<file path="src/rtl/divisor_secuencial_if.sv">
// Start/done handshake bundle for the sequential divider.
// The master drives operands and start; the slave returns the result.
interface divisor_secuencial_if #(
    parameter int BIT = 4
);
    logic           start;
    logic [BIT-1:0] num1;
    logic [BIT-1:0] num2;
    logic [BIT-1:0] Cociente;
    logic [BIT-1:0] Residuo;
    logic           busy;
    logic           done;
    logic           DIVZERO;

    modport master (
        output start, num1, num2,
        input  Cociente, Residuo, busy, done, DIVZERO
    );

    modport slave (
        input  start, num1, num2,
        output Cociente, Residuo, busy, done, DIVZERO
    );
endinterface

</file>
<file path="src/rtl/divisor_secuencial.sv">
// Iterative restoring unsigned divider, one quotient bit per cycle.
// Companion of the combinational multiplier in the ALU datapath.
module divisor_secuencial #(
    parameter int BIT = 4
) (
    input  logic                 clk,
    input  logic                 rst,
    divisor_secuencial_if.slave  bus
);
    localparam int CW = $clog2(BIT + 1);
    localparam logic [CW-1:0] LAST = CW'(BIT - 1);

    typedef enum logic [1:0] {IDLE, CALC, FIN} state_t;

    state_t         r_state;
    state_t         w_next;
    logic [BIT-1:0] r_q;
    logic [BIT-1:0] r_d;
    logic [BIT:0]   r_r;
    logic [CW-1:0]  r_cnt;
    logic           r_dz;
    logic [BIT-1:0] r_coc;
    logic [BIT-1:0] r_res;
    logic           r_done;
    logic           r_divzero;
    logic [BIT:0]   w_shift;
    logic [BIT:0]   w_t;

    // Trial subtraction of the shifted partial remainder.
    assign w_shift = {r_r[BIT-1:0], r_q[BIT-1]};
    assign w_t     = w_shift - {1'b0, r_d};

    always_ff @(posedge clk) begin
        if (rst) begin
            r_state <= IDLE;
        end else begin
            r_state <= w_next;
        end
    end

    always_comb begin
        w_next = r_state;
        unique case (r_state)
            IDLE: begin
                if (bus.start) begin
                    w_next = (bus.num2 != '0) ? CALC : FIN;
                end
            end
            CALC: begin
                if (r_cnt == LAST) begin
                    w_next = FIN;
                end
            end
            FIN:     w_next = IDLE;
            default: w_next = IDLE;
        endcase
    end

    always_ff @(posedge clk) begin
        if (rst) begin
            r_q       <= '0;
            r_d       <= '0;
            r_r       <= '0;
            r_cnt     <= '0;
            r_dz      <= 1'b0;
            r_coc     <= '0;
            r_res     <= '0;
            r_done    <= 1'b0;
            r_divzero <= 1'b0;
        end else begin
            r_done <= 1'b0;
            unique case (r_state)
                IDLE: begin
                    if (bus.start) begin
                        r_q   <= bus.num1;
                        r_d   <= bus.num2;
                        r_r   <= '0;
                        r_cnt <= '0;
                        r_dz  <= (bus.num2 == '0);
                    end
                end
                CALC: begin
                    r_cnt <= r_cnt + 1'b1;
                    if (!w_t[BIT]) begin
                        r_r <= w_t;
                        r_q <= {r_q[BIT-2:0], 1'b1};
                    end else begin
                        r_r <= w_shift;
                        r_q <= {r_q[BIT-2:0], 1'b0};
                    end
                end
                FIN: begin
                    r_done <= 1'b1;
                    // Q never shifted on the zero-divisor path, so it still holds num1.
                    if (r_dz) begin
                        r_coc     <= '1;
                        r_res     <= r_q;
                        r_divzero <= 1'b1;
                    end else begin
                        r_coc     <= r_q;
                        r_res     <= r_r[BIT-1:0];
                        r_divzero <= 1'b0;
                    end
                end
                default: ;
            endcase
        end
    end

    assign bus.Cociente = r_coc;
    assign bus.Residuo  = r_res;
    assign bus.busy     = (r_state != IDLE);
    assign bus.done     = r_done;
    assign bus.DIVZERO  = r_divzero;
endmodule

</file>
<file path="src/flat_wrapper.sv">
// flat-port wrapper written by rule: the top's interface ports become plain ports
module divisor_secuencial_flat 
#(
    parameter int BIT = 4
)
  (clk, rst, bus_start, bus_num1, bus_num2, bus_Cociente, bus_Residuo, bus_busy, bus_done, bus_DIVZERO);
  divisor_secuencial_if #(.BIT(BIT)) bus_i ();
  input  logic clk;
  input  logic rst;
  input wire logic [$bits(bus_i.start)-1:0] bus_start;
  input wire logic [$bits(bus_i.num1)-1:0] bus_num1;
  input wire logic [$bits(bus_i.num2)-1:0] bus_num2;
  output wire logic [$bits(bus_i.Cociente)-1:0] bus_Cociente;
  output wire logic [$bits(bus_i.Residuo)-1:0] bus_Residuo;
  output wire logic [$bits(bus_i.busy)-1:0] bus_busy;
  output wire logic [$bits(bus_i.done)-1:0] bus_done;
  output wire logic [$bits(bus_i.DIVZERO)-1:0] bus_DIVZERO;
  assign bus_i.start = bus_start;
  assign bus_i.num1 = bus_num1;
  assign bus_i.num2 = bus_num2;
  assign bus_Cociente = bus_i.Cociente;
  assign bus_Residuo = bus_i.Residuo;
  assign bus_busy = bus_i.busy;
  assign bus_done = bus_i.done;
  assign bus_DIVZERO = bus_i.DIVZERO;
  divisor_secuencial #(.BIT(BIT)) u_core (.clk(clk), .rst(rst), .bus(bus_i));
endmodule
</file>
<file path="config.mk">
export PLATFORM = sky130hd
export DESIGN_NAME = divisor_secuencial_flat
export DESIGN_NICKNAME = d
export VERILOG_FILES = /design/src/rtl/divisor_secuencial_if.sv /design/src/rtl/divisor_secuencial.sv /design/src/flat_wrapper.sv
export SDC_FILE = /design/constraint.sdc
export NUM_CORES = 1
export LEC_CHECK = 0
export BUFFER_PORTS_ARGS = -buffer_cell sky130_fd_sc_hd__buf_4
export CELL_PAD_IN_SITES_DETAIL_PLACEMENT = 0
export CELL_PAD_IN_SITES_GLOBAL_PLACEMENT = 1
export CORE_ASPECT_RATIO = 1.1
export CORE_MARGIN = 3
export CORE_UTILIZATION = 40
export DETAILED_ROUTE_END_ITERATION = 7
export PLACE_DENSITY_LB_ADDON = 0.1
export SLEW_MARGIN = 10
export SYNTH_ARGS = -nofsm -noshare
export SYNTH_HDL_FRONTEND = slang
export SYNTH_SLANG_ARGS = --single-unit
</file>
<file path="constraint.sdc">
create_clock -name clk -period 2.54 [get_ports clk]
set_clock_uncertainty 0.1 [all_clocks]
set_input_delay 0.381 -clock clk [delete_from_list [all_inputs] [get_ports clk]]
set_output_delay 0.381 -clock clk [all_outputs]
set_load 0.02 [all_outputs]
</file>
==> results.md <==
* CTS tree: yes
* Cell count after synthesis at 178
* Critical Path AT at 2.38 ns
* Maximum clock path buffer count at 2
* Final setup fails at 0
* Status: finished clean
* Htree depth at 1
* I/O Buffers at 21
* Final worst slack at 0.317 ns
* Initial antenna violation count at 0
* Final cell count without fillers at 240
* Register area share after synthesis at 0.382
* Cell Chain, Critical Path: inv_1, ha_1, inv_1, fa_1, a211oi_1, o21ai_0, o311a_1, o31ai_1
* Final min period at 2.22 ns
* Setup TNS Final at 0 ns
* Clock Pin Slew Worst Setup and Hold Paths at 0.16 ns
* WL per Instance at 13.0 um
* Post-synth ARST share at 0
* Core Area at 0.00344 mm^2
* Initial core utilization at 0.427
* First-pass GRT wire length at 5.12 mm
* Post-DP HPWL at 2.27 mm
* DRC Markers at 0
* Post-CTS Resized at 0
* Hold WC Path Type: in -> reg
* Slowest CP cell: fa_1
* Worst VDD drop at 0.000285 V
* Unique masters post-synth at 40
* CTS Buf Count at 3
* Max_slew headroom at 0.598
* Worst setup path class: reg -> reg
* Prevailing post-synth register cell: dfxtp_1
* Vias per inst at 5.17
* Finished Cell Area at 0.00168 mm^2
* Crit-path most repeated cell: inv_1
* Final hold vios at 0
* Max Clk Rate at 450 MHz
* Fin Hold WS at 0.181 ns
* Drt initial violations at 31
* Die span in x at 63.8 um
* Vias at 1240
* CP peak stage delay at 0.43 ns
* Gr ovfl total at 0
* Die area at 0.00443 mm^2
* Final core occ at 0.488
* Pre-antenna DRT Iters at 4
* Number of cell rows at 22
* Vias in the first global route at 1084
* Setup WS pre-CTS at 0.337 ns
* Met3 usage at 0.0211
* Power, Total at 0.988 mW
* Placed inst area at 0.00163 mm^2
* Warnings, synthesis at 0
* CTS sink count at 28
* Number of synthesized flops with an enable pin at 0
* Worst EP required at 2.70 ns
* GRT met2 Usage at 0.220
* Yosys reg bits at 28
* Met1 Use GR at 0.202
* GR peak layer: met2
* Fraction of layout cells with a size suffix above 1 at 0.177
* Synthesized area per cell at 8.25 um^2
* Largest net degree at the start of global routing at 28
* Clock latency on the worst-skew pair at 0.33 ns
* Final RePlAce weighted congestion at 0.796
* Mapped Nets at 196
* Area Overhead vs Synth at 14.5%
* Routed Wire Length at 3.12 mm
* Dpl cells at 236
* Largest fanout on the critical path at 6
* IO Pins at 22
* Startpoint types: register
* Synth Cell Area at 0.00147 mm^2
* Total Routing Usage GR at 0.143
* Worst-Margin Slew at 0.598 ns
* Final worst-path cycle share at 0.875
* Post-route ant nets at 0
* Final #Nets at 211
* LEAKAGE at 0.644 nW
* Crit end category: register
* Hold_buf cts at 0
* Root Buffer: clkbuf_4
* Chip height at 69.5 um
* RSZ-0062 raised after global routing: no
* FF-to-FF setup slack at 0.32 ns
* Post-CTS setup buffer count at 0
* Final-report max-slew violation count at 0
* Power Dens Cells at 588 mW/mm^2
* ANT cells at 0
* Max-cap viol count at 0
-- layout make-up --
class | count | area, um^2
clock inverter | 1 | 30.0
fill | 362 | 1760
inverter | 8 | 30.0
tap | 48 | 60.1
sequential | 28 | 561
clock buffer | 3 | 22.5
multi-input combinational | 130 | 812
timing repair buffer | 22 | 165
-- layout by cell type (no fill, tap or decap), types with 3 or more instances in the layout --
cell type  synthesis  final
nand2_1           28     28
dfxtp_1           28     28
nor2_1            23     23
buf_4              1     22
a211oi_1          14     14
a21oi_1           12     12
inv_1              8      8
ha_1               6      6
mux2i_1            5      5
a311oi_1           3      3
nand2b_1           3      3
o21ai_0            3      3
a211o_1            3      3
clkbuf_4           0      3
-- synthesized netlist by cell type, types with 3 or more instances --
| cell type | instances | area share |
|---|---|---|
| a211o_1 | 3 | 0.018 |
| a211oi_1 | 14 | 0.072 |
| a21oi_1 | 12 | 0.041 |
| a311oi_1 | 3 | 0.018 |
| clkbuf_1 | 7 | 0.018 |
| dfxtp_1 | 28 | 0.38 |
| ha_1 | 6 | 0.051 |
| inv_1 | 8 | 0.020 |
| mux2i_1 | 5 | 0.034 |
| nand2_1 | 28 | 0.072 |
| nand2b_1 | 3 | 0.013 |
| nor2_1 | 23 | 0.059 |
| o21ai_0 | 3 | 0.010 |
-- final timing paths --
check           startpoint            end  cells past startpoint
max          u_core.r_q[3]  u_core.r_r[3]                      8
min            bus_num2[3]  u_core.r_d[3]                      3
max reg2reg  u_core.r_q[3]  u_core.r_r[3]                      8
min reg2reg  u_core.r_d[3]  u_core.r_d[3]                      2
-- worst max-delay path, delay by kind of cell, from the launching register on --
family | cells | cell delay [ns]
buffers and inverters | 2 | 0.12
adders and majority gates | 2 | 0.56
DFF | 1 | 0.39
AOI/OAI and AO/OA | 4 | 0.98
-- power breakdown --
group | leakage, nW | switching [mW] | internal (mW)
logic | 0.388 | 0.111 | 0.0873
registers | 0.228 | 0.0273 | 0.461
clock network | 0.0279 | 0.141 | 0.160
-- layer usage --
metal  share of wire  vias to the layer above  routed length [um]
met4           0.012                        0                  37
met2            0.45                       27                1400
met1            0.50                      554                1550
met5               0                        -                   0
li1                -                      655                   -
met3           0.043                        4                 133
-- registers in the layout (all words and copies together) (netlist names) --
name and count:
u_core.bus.Cociente 4, u_core.bus.Residuo 4, u_core.r_d 4, u_core.r_q 4
u_core.r_r 4, u_core.r_cnt 3, u_core.r_state 2, u_core.bus.DIVZERO 1
u_core.bus.done 1, u_core.r_dz 1
-- kinds of logic after synthesis --
kind of cell / count (synthesis) / share of synthesized area
compound gates: 46 / 0.216
flops: 28 / 0.382
xor+xnor: 1 / 0.00597
mux: 5 / 0.0341
fa+ha+maj: 7 / 0.0648
simple gates: 71 / 0.233
buf+inv: 20 / 0.0648
Power figures use the tool's default switching activity.
